==> src/rtl/setup_menu_n_pkg.sv <==
// Shared types, special keypad words, menu states and small helpers for setup_menu_n.
// The AUTH state exists only when SETUP_MASTER_AUTH_EN is defined.
package setup_menu_n_pkg;

    typedef logic [79:0] senhaPac_t;
    typedef logic [23:0] bcdPac_t;

    localparam logic [3:0] KEEP_F   = 4'hF;
    localparam logic [3:0] SAVE_B   = 4'hB;
    localparam logic [3:0] CANCEL_A = 4'hA;
    localparam logic [3:0] CLEAR_D  = 4'hD;
    localparam logic [3:0] BUSY_E   = 4'hE;

    localparam senhaPac_t  MASTER_DEFAULT = 80'hFFFF_FFFF_FFFF_FFFF_1234;
    localparam logic [6:0] TIME_DEFAULT   = 7'd5;

    typedef enum logic [3:0] {
        S_IDLE,
        S_LOAD,
`ifdef SETUP_MASTER_AUTH_EN
        S_AUTH,
`endif
        S_BIP_EN,
        S_BIP_T,
        S_TRC_T,
        S_SENHA,
        S_SAVE,
        S_ABORT
    } state_e;

    // A special word is one where all twenty nibbles carry the same code.
    function automatic logic is_special(input senhaPac_t v);
        logic same;
        same = 1'b1;
        for (int i = 1; i < 20; i++) begin
            if (v[i*4 +: 4] != v[3:0]) same = 1'b0;
        end
        return same;
    endfunction

    function automatic logic [7:0] to_bcd(input logic [6:0] v);
        return {4'(v / 7'd10), 4'(v % 7'd10)};
    endfunction

endpackage

==> src/rtl/setup_senha_check.sv <==
// Combinational password format check: contiguous digit length from nibble 0 and
// a flag that the run is pure 0-9 with only F padding above it.
module setup_senha_check
    import setup_menu_n_pkg::*;
(
    input  senhaPac_t  value,
    output logic [4:0] len,
    output logic       ok
);

    logic       run;
    logic       digits_ok;
    logic       tail_ok;
    logic [3:0] nib;

    // NOTE: every variable gets a default before the loop so no latch is inferred.
    always_comb begin
        run       = 1'b1;
        len       = '0;
        digits_ok = 1'b1;
        tail_ok   = 1'b1;
        nib       = KEEP_F;
        for (int i = 0; i < 20; i++) begin
            nib = value[i*4 +: 4];
            if (run && nib != KEEP_F) begin
                len = len + 5'd1;
                if (nib > 4'd9) digits_ok = 1'b0;
            end else begin
                run = 1'b0;
                if (nib != KEEP_F) tail_ok = 1'b0;
            end
        end
        ok = digits_ok && tail_ok;
    end

endmodule

==> src/rtl/setup_menu_n.sv <==
// Lock configuration menu: edits a shadow config and commits it atomically on save.
// Define SETUP_MASTER_AUTH_EN to require the master password before editing.
module setup_menu_n
    import setup_menu_n_pkg::*;
#(
    parameter int N_SENHAS    = 4,
    parameter int SENHA_MIN   = 4,
    parameter int SENHA_MAX   = 12,
    parameter int T_MIN       = 5,
    parameter int T_MAX       = 60,
    parameter int TIMEOUT_CYC = 50_000_000
) (
    input  logic                  clk,
    input  logic                  rst,
    input  logic                  setup_on,
    input  logic [79:0]           digitos_value,
    input  logic                  digitos_valid,
    output logic                  display_en,
    output logic [23:0]           bcd_pac,
    output logic                  cfg_bip_status,
    output logic [6:0]            cfg_bip_time,
    output logic [6:0]            cfg_tranca_time,
    output logic [79:0]           cfg_senha_master,
    output logic [N_SENHAS*80-1:0] cfg_senhas,
    output logic                  data_setup_ok,
    output logic                  setup_abort,
    output logic                  entry_err
);

    localparam int              SW       = N_SENHAS * 80;
    localparam int              TMO_W    = $clog2(TIMEOUT_CYC + 1);
    localparam logic [2:0]      LAST_IDX = 3'(N_SENHAS);
    localparam logic [4:0]      MIN_L    = 5'(SENHA_MIN);
    localparam logic [4:0]      MAX_L    = 5'(SENHA_MAX);
    localparam logic [6:0]      T_LO     = 7'(T_MIN);
    localparam logic [6:0]      T_HI     = 7'(T_MAX);
    localparam logic [TMO_W-1:0] TMO_LAST = TMO_W'(TIMEOUT_CYC - 1);

    state_e           state_q, state_d, adv_state;
    logic [2:0]       idx_q, idx_d, adv_idx;
    logic             sh_bip_q, sh_bip_d;
    logic [6:0]       sh_bip_time_q, sh_bip_time_d;
    logic [6:0]       sh_trc_time_q, sh_trc_time_d;
    senhaPac_t        sh_master_q, sh_master_d;
    logic [SW-1:0]    sh_senhas_q, sh_senhas_d;
    logic             cfg_bip_q, cfg_bip_d;
    logic [6:0]       cfg_bip_time_q, cfg_bip_time_d;
    logic [6:0]       cfg_trc_time_q, cfg_trc_time_d;
    senhaPac_t        cfg_master_q, cfg_master_d;
    logic [SW-1:0]    cfg_senhas_q, cfg_senhas_d;
    logic [TMO_W-1:0] tmo_cnt_q, tmo_cnt_d;
    senhaPac_t        prev_q, prev_d;
    logic             err_q, err_d, ok_q, ok_d, abort_q, abort_d;
    logic             disp_en_q, disp_en_d;
    bcdPac_t          bcd_pac_q, bcd_pac_d;
`ifdef SETUP_MASTER_AUTH_EN
    logic [1:0]       auth_fail_q, auth_fail_d;
`endif

    logic       special, in_auth, editing, tmo_hit, tm_bad, pw_ok, chk_ok;
    logic [4:0] chk_len;
    logic [3:0] nib0, nib1;
    logic [6:0] tm_val, tm_clamped;

    setup_senha_check u_check (
        .value (digitos_value),
        .len   (chk_len),
        .ok    (chk_ok)
    );

    assign nib0    = digitos_value[3:0];
    assign nib1    = digitos_value[7:4];
    assign special = is_special(digitos_value);
    assign pw_ok   = chk_ok && chk_len >= MIN_L && chk_len <= MAX_L;
`ifdef SETUP_MASTER_AUTH_EN
    assign in_auth = (state_q == S_AUTH);
`else
    assign in_auth = 1'b0;
`endif
    assign editing = !(state_q inside {S_IDLE, S_LOAD, S_SAVE, S_ABORT});
    assign tmo_hit = editing && tmo_cnt_q == TMO_LAST;

    // Two-digit time entry; a blank tens digit means units only.
    assign tm_bad     = nib0 > 4'd9 || (nib1 > 4'd9 && nib1 != KEEP_F);
    assign tm_val     = (nib1 == KEEP_F) ? {3'b0, nib0} : {3'b0, nib1} * 7'd10 + {3'b0, nib0};
    assign tm_clamped = (tm_val < T_LO) ? T_LO : (tm_val > T_HI) ? T_HI : tm_val;

    always_comb begin
        prev_d    = digitos_value;
        tmo_cnt_d = '0;
        if (editing && !(digitos_valid || digitos_value != prev_q)) tmo_cnt_d = tmo_cnt_q + TMO_W'(1);
    end

    always_comb begin
        adv_state = state_q;
        adv_idx   = idx_q;
        case (state_q)
            S_BIP_EN: adv_state = S_BIP_T;
            S_BIP_T:  adv_state = S_TRC_T;
            S_TRC_T: begin
                adv_state = S_SENHA;
                adv_idx   = '0;
            end
            S_SENHA: begin
                if (idx_q == LAST_IDX) adv_state = S_SAVE;
                else adv_idx = idx_q + 3'd1;
            end
            default: ;
        endcase
    end

    always_comb begin
        state_d       = state_q;
        idx_d         = idx_q;
        sh_bip_d      = sh_bip_q;
        sh_bip_time_d = sh_bip_time_q;
        sh_trc_time_d = sh_trc_time_q;
        sh_master_d   = sh_master_q;
        sh_senhas_d   = sh_senhas_q;
        err_d         = 1'b0;
`ifdef SETUP_MASTER_AUTH_EN
        auth_fail_d   = auth_fail_q;
`endif
        case (state_q)
            S_IDLE: if (setup_on) state_d = S_LOAD;
            S_LOAD: begin
                sh_bip_d      = cfg_bip_q;
                sh_bip_time_d = cfg_bip_time_q;
                sh_trc_time_d = cfg_trc_time_q;
                sh_master_d   = cfg_master_q;
                sh_senhas_d   = cfg_senhas_q;
                idx_d         = '0;
`ifdef SETUP_MASTER_AUTH_EN
                auth_fail_d   = '0;
                state_d       = S_AUTH;
`else
                state_d       = S_BIP_EN;
`endif
            end
            S_SAVE, S_ABORT: state_d = S_IDLE;
            default: begin
                if (digitos_valid) begin
                    if (special && nib0 == CANCEL_A) begin
                        state_d = S_ABORT;
                    end else if (special && nib0 == BUSY_E) begin
                        state_d = state_q;
                    end else if (special && nib0 == SAVE_B && !in_auth) begin
                        state_d = S_SAVE;
                    end else if (special && nib0 == KEEP_F && !in_auth) begin
                        state_d = adv_state;
                        idx_d   = adv_idx;
                    end else begin
                        case (state_q)
`ifdef SETUP_MASTER_AUTH_EN
                            S_AUTH: begin
                                if (digitos_value == cfg_master_q) begin
                                    state_d     = S_BIP_EN;
                                    auth_fail_d = '0;
                                end else if (auth_fail_q == 2'd2) begin
                                    state_d = S_ABORT;
                                end else begin
                                    err_d       = 1'b1;
                                    auth_fail_d = auth_fail_q + 2'd1;
                                end
                            end
`endif
                            S_BIP_EN: begin
                                if (nib0 <= 4'd1) begin
                                    sh_bip_d = nib0[0];
                                    state_d  = adv_state;
                                end else begin
                                    err_d = 1'b1;
                                end
                            end
                            S_BIP_T, S_TRC_T: begin
                                if (tm_bad) begin
                                    err_d = 1'b1;
                                end else begin
                                    if (state_q == S_BIP_T) sh_bip_time_d = tm_clamped;
                                    else sh_trc_time_d = tm_clamped;
                                    state_d = adv_state;
                                    idx_d   = adv_idx;
                                end
                            end
                            S_SENHA: begin
                                if (special && nib0 == CLEAR_D) begin
                                    if (idx_q == 3'd0) begin
                                        err_d = 1'b1;
                                    end else begin
                                        for (int i = 0; i < N_SENHAS; i++) begin
                                            if (idx_q == 3'(i + 1)) sh_senhas_d[i*80 +: 80] = '1;
                                        end
                                        state_d = adv_state;
                                        idx_d   = adv_idx;
                                    end
                                end else if (pw_ok) begin
                                    if (idx_q == 3'd0) sh_master_d = digitos_value;
                                    for (int i = 0; i < N_SENHAS; i++) begin
                                        if (idx_q == 3'(i + 1)) sh_senhas_d[i*80 +: 80] = digitos_value;
                                    end
                                    state_d = adv_state;
                                    idx_d   = adv_idx;
                                end else begin
                                    err_d = 1'b1;
                                end
                            end
                            default: ;
                        endcase
                    end
                end else if (tmo_hit) begin
                    state_d = S_ABORT;
                end
            end
        endcase

        // Commit on the edge that enters SAVE so cfg_* is already new during the ok pulse.
        cfg_bip_d      = cfg_bip_q;
        cfg_bip_time_d = cfg_bip_time_q;
        cfg_trc_time_d = cfg_trc_time_q;
        cfg_master_d   = cfg_master_q;
        cfg_senhas_d   = cfg_senhas_q;
        if (state_d == S_SAVE) begin
            cfg_bip_d      = sh_bip_d;
            cfg_bip_time_d = sh_bip_time_d;
            cfg_trc_time_d = sh_trc_time_d;
            cfg_master_d   = sh_master_d;
            cfg_senhas_d   = sh_senhas_d;
        end
        ok_d      = (state_d == S_SAVE);
        abort_d   = (state_d == S_ABORT);
        disp_en_d = (state_d != S_IDLE);
    end

    always_comb begin
        bcd_pac_d = '1;
        case (state_q)
`ifdef SETUP_MASTER_AUTH_EN
            S_AUTH:   bcd_pac_d = {4'h0, 20'hFFFFF};
`endif
            S_BIP_EN: bcd_pac_d = {4'h1, 16'hFFFF, (nib0 != KEEP_F) ? nib0 : {3'b0, sh_bip_q}};
            S_BIP_T:  bcd_pac_d = {4'h2, 12'hFFF, (nib0 != KEEP_F) ? {nib1, nib0} : to_bcd(sh_bip_time_q)};
            S_TRC_T:  bcd_pac_d = {4'h3, 12'hFFF, (nib0 != KEEP_F) ? {nib1, nib0} : to_bcd(sh_trc_time_q)};
            S_SENHA:  bcd_pac_d = {4'd4 + {1'b0, idx_q}, 20'hFFFFF};
            default:  bcd_pac_d = '1;
        endcase
    end

    // NOTE: sequential state uses non-blocking assignments only; shadow and committed
    // config are deliberately reset so a mid-edit reset restores the factory defaults.
    always_ff @(posedge clk) begin
        if (rst) begin
            state_q        <= S_IDLE;
            idx_q          <= '0;
            sh_bip_q       <= 1'b1;
            sh_bip_time_q  <= TIME_DEFAULT;
            sh_trc_time_q  <= TIME_DEFAULT;
            sh_master_q    <= MASTER_DEFAULT;
            sh_senhas_q    <= '1;
            cfg_bip_q      <= 1'b1;
            cfg_bip_time_q <= TIME_DEFAULT;
            cfg_trc_time_q <= TIME_DEFAULT;
            cfg_master_q   <= MASTER_DEFAULT;
            cfg_senhas_q   <= '1;
            tmo_cnt_q      <= '0;
            prev_q         <= '1;
            err_q          <= 1'b0;
            ok_q           <= 1'b0;
            abort_q        <= 1'b0;
            disp_en_q      <= 1'b0;
            bcd_pac_q      <= '1;
`ifdef SETUP_MASTER_AUTH_EN
            auth_fail_q    <= '0;
`endif
        end else begin
            state_q        <= state_d;
            idx_q          <= idx_d;
            sh_bip_q       <= sh_bip_d;
            sh_bip_time_q  <= sh_bip_time_d;
            sh_trc_time_q  <= sh_trc_time_d;
            sh_master_q    <= sh_master_d;
            sh_senhas_q    <= sh_senhas_d;
            cfg_bip_q      <= cfg_bip_d;
            cfg_bip_time_q <= cfg_bip_time_d;
            cfg_trc_time_q <= cfg_trc_time_d;
            cfg_master_q   <= cfg_master_d;
            cfg_senhas_q   <= cfg_senhas_d;
            tmo_cnt_q      <= tmo_cnt_d;
            prev_q         <= prev_d;
            err_q          <= err_d;
            ok_q           <= ok_d;
            abort_q        <= abort_d;
            disp_en_q      <= disp_en_d;
            bcd_pac_q      <= bcd_pac_d;
`ifdef SETUP_MASTER_AUTH_EN
            auth_fail_q    <= auth_fail_d;
`endif
        end
    end

    assign display_en       = disp_en_q;
    assign bcd_pac          = bcd_pac_q;
    assign cfg_bip_status   = cfg_bip_q;
    assign cfg_bip_time     = cfg_bip_time_q;
    assign cfg_tranca_time  = cfg_trc_time_q;
    assign cfg_senha_master = cfg_master_q;
    assign cfg_senhas       = cfg_senhas_q;
    assign data_setup_ok    = ok_q;
    assign setup_abort      = abort_q;
    assign entry_err        = err_q;

endmodule
==> config.mk <==
export PLATFORM = sky130hd
export DESIGN_NAME = setup_menu_n
export DESIGN_NICKNAME = d
export VERILOG_FILES = /design/src/rtl/setup_menu_n_pkg.sv /design/src/rtl/setup_senha_check.sv /design/src/rtl/setup_menu_n.sv
export SDC_FILE = /design/constraint.sdc
export NUM_CORES = 2
export LEC_CHECK = 0
export ABC_CLOCK_PERIOD_IN_PS = 11200
export CAP_MARGIN = 25
export CORE_MARGIN = 2
export CORE_UTILIZATION = 25
export DETAILED_ROUTE_END_ITERATION = 7
export GPL_TIMING_DRIVEN = 0
export PLACE_DENSITY = 0.41
export REMOVE_ABC_BUFFERS = 1
export SLEW_MARGIN = 20
export SYNTH_ARGS = -nofsm -noshare
export SYNTH_HDL_FRONTEND = slang
export SYNTH_SLANG_ARGS = --single-unit
export TNS_END_PERCENT = 30
==> constraint.sdc <==
create_clock -name clk -period 11.2 [get_ports clk]
set_input_delay 1.68 -clock clk [delete_from_list [all_inputs] [get_ports clk]]
set_output_delay 1.68 -clock clk [all_outputs]
set_load 0.1 [all_outputs]
==> summary.md <==
| Metric | Value |
|---|---|
| Max-cap check violation count | `1` |
| Post-Place Cells | `8,389` |
| Final hold vios | `0` |
| DRC errors left | `0` |
| Placer congestion estimate | `0.826` |
| Share of layout cells above drive strength 1 | `17.1%` |
| Clock sink count | `959` |
| Min Tclk post-route | `10,950 ps` |
| Crit Path Class | `in2reg` |
| WL per Instance | `27.2 microns` |
| Leakage power | `24.1 nW` |
| Clk_skew | `63.2 ps` |
| Crit-path max cell delay | `960 ps` |
| CTS tree | `done` |
| Vias | `47,561` |
| Asr flop ratio synth | `0%` |
| Met3 Usage GRT | `3.64%` |
| Sequential share of the synthesized area | `40.0%` |
| HP Start | `tmo_cnt_q[0]$_SDFF_PP0_` |
| CTS max path bufs | `3` |
| Synthesized area | `48,000 sq um` |
| Reg clk slew, reported paths | `60 ps` |
| Flop pwr share | `35.6%` |
| WL final | `237,000 microns` |
| Dominant cell type by area after synthesis | `dfxtp_1` |
| Switch share | `32.7%` |
| Leading post-synthesis cells by cell area | `dfxtp_1, o21ai_0, nand2_1` |
| Post-route clock period utilization | `97.7%` |
| Total core area | `191,000 sq um` |
| H-tree depth | `3` |
| Seq cells post-synth | `959` |
| Hold Slack | `471 ps` |
| # port buffers | `514` |
| Prevailing post-synth register cell | `dfxtp_1` |
| IO Count | `527` |
| Actual slew at the worst max-slew pin | `2010 ps` |
| Fin Setup TNS | `0 ps` |
| Root Buffer | `clkbuf_16` |
| Cell count after synthesis | `5,691` |
| Max Slew Vio Count | `9` |
| Top post-synthesis cells by count | `dfxtp_1, nand2_1, clkbuf_1, nor2_1, o21ai_0` |
| Die area | `196,000 sq um` |
| Iter 0 DRT Violations | `3,857` |
| Pre-antenna DRT Iters | `6` |
| Most used cell, CP | `nand2_1` |
| Detail Placement HPWL | `151,000 microns` |
| Worst setup EP type | `flip-flop` |
| Worst Path Required | `11,870 ps` |
| Source of the critical timing path | `digitos_value[25]` |
| Worst R2R Start | `state_q[1]$_SDFF_PP0_` |
| Part of the power in combinational logic | `25.9%` |
| Post-synth top area share | `40.0%` |
| Busiest grt layer | `met2` |
| VDD IR max | `0.133 mV` |
| Syn Area/Cell | `8.44 sq um` |
| First-pass GRT wire length | `332,000 microns` |
| Starting Density | `25.2%` |
| Met1 usage | `29.0%` |
| Clock Latency Late Sink | `800 ps` |
| Worst Path Max Fanout | `13` |
| Finished Layout Cells | `8,718` |
| Number of synthesis warnings | `0` |
| Layout area overhead | `34.9%` |
| Top-count cell post-synth | `dfxtp_1` |
| Grt total ovfl | `0` |
| Die height | `442 microns` |
| Largest net degree at the start of global routing | `115` |
| Status | `complete, but fails checks` |
| Startpoint type of the worst setup path | `primary input` |
| CP Buf/Inv Count | `9` |
| CTS Buf Count | `120` |
| Violated checks | `capacitance limit, slew limit` |
| Setup violators final | `0` |
| Top delay family on crit path | `simple AND/OR/NAND/NOR gates` |
| PD cells | `168 nW/um^2` |
| Count of different cell masters after synthesis | `104` |
| Max Fclk | `91.3 MHz` |
| NetSw | `0.00356 W` |
| Number of global-route vias before repair | `45,603` |
| Worst min-delay path class | `reg2reg` |
| Cell internal pwr | `0.00732 W` |
| Slowest cell on crit path | `clkdlybuf4s50_1` |
| Antenna violations before repair | `11` |
| Chip width | `442 microns` |
| Final nets | `6,221` |
| Clock share of power | `38.5%` |
| DR vias/cell | `5.46` |
| Max transition margin | `-35.1%` |
| Post-route ant nets | `0` |
| Post-synth EDFFs | `0` |
| M2 GR Usage | `38.1%` |
| Num rows | `160` |
| CTS Hold Bufs | `0` |
| GR Util All Layers | `22.5%` |
| Critical path data arrival time | `11,620 ps` |
==> kinds of logic (layout without fill, tap and decap cells) <==
family / after synthesis / in the layout / synth area share (%)
compound gates: 1972 / 1975 / 29.1
flops: 959 / 959 / 40.0
xor+xnor: 106 / 106 / 2.11
simple gates: 1637 / 1640 / 16.1
buf+inv: 708 / 1205 / 5.92
fa+ha+maj: 37 / 37 / 0.979
other cells: 1 / 14 / 0.00780
mux: 271 / 271 / 5.86
==> through the flow <==
stage | setup WS (ps) | total power, W | util (%) | cell area [sq um]
6_report | 253 | 0.0109 | 34.0 | 64800
5_1_grt | -49.4 | 0.0114 | 34.0 | 64800
4_1_cts | -5.48 | 0.0108 | 33.5 | 63900
3_5_place_dp | -4130 | 0.00652 | 30.8 | 58700
3_3_place_gp | -94230 | 0.00681 | 28.3 | 53900
2_1_floorplan | -26780 | 0.00565 | - | 45600
==> sequential cells by signal (all words and copies together), names as in the netlist <==
register and count:
cfg_senhas 320, sh_senhas_q 320, cfg_senha_master 80, prev_q 80, sh_master_q 80, tmo_cnt_q 26, bcd_pac 12, cfg_bip_time 7
cfg_tranca_time 7, sh_bip_time_q 7, sh_trc_time_q 7, state_q 4, idx_q 3, cfg_bip_status 1, data_setup_ok 1, display_en 1
entry_err 1, setup_abort 1, sh_bip_q 1
==> cell type report <==
| type | instances | area, sq um |
|---|---|---|
| sequential | 959 | 19200 |
| inverter | 89 | 339 |
| fill | 19596 | 126000 |
| multi-input combinational | 4041 | 26600 |
| antenna | 2 | 5.00 |
| clock inverter | 38 | 572 |
| timing repair buffer | 892 | 11300 |
| clock buffer | 186 | 3660 |
| tap | 2511 | 3140 |
==> cells in the final DEF, fill, tap and decap left out, drive strengths merged, types with 77 or more instances in the layout <==
cell,count
o221ai,79
a21oi,362
inv,92
mux2,81
a221o,77
nor2,475
a211oi,171
clkbuf,198
buf,383
nand3,86
o211ai,106
nand4,93
or2,146
a221oi,179
a311o,134
clkdlybuf4s50,481
o21ba,134
dfxtp,959
o22ai,94
o21ai,481
mux2i,190
nand2,575
==> worst reg2reg max path: cells and delay by family, from the launching register on <==
family	cells	cell delay, ps
buf+inv	13	3060
simple gates	4	1700
compound gates	4	920
flops	1	660
==> final timing paths <==
kind	end	slack (ps)	cells after the start
worst max register to register	cfg_senhas[217]$_SDFFE_PP1N_	4810	21
worst min-delay path	tmo_cnt_q[0]$_SDFF_PP0_	470	1
worst max-delay path	cfg_senha_master[11]$_SDFFE_PP0N_	250	50
worst min register to register	tmo_cnt_q[0]$_SDFF_PP0_	470	1
==> power by group through the flow <==
stage	sequential, W	clock, W	combinational (W)
final	0.00387	0.00419	0.00282
after CTS	0.00387	0.00430	0.00265
after global placement	0.00393	0	0.00288
after floorplan	0.00397	0	0.00167
after global routing	0.00391	0.00442	0.00305
after detailed placement	0.00394	0	0.00258
==> layer usage <==
layer,share of wire [%],routed length (microns),vias up
met5,0.0093,22,-
met4,3.6,8500,4
met1,44,104000,23973
met2,47,112000,1378
li1,-,-,21893
met3,5.3,12600,313
==> timing repair <==
action | in CTS | in global routing
endpoints found under the setup margin | 824 | 779
resized for setup | 87 | 47
setup buffers | 34 | 38
pin swaps | 13 | 17
gates cloned | 16 | 15
No activity file was read; power rests on OpenSTA's default activity.
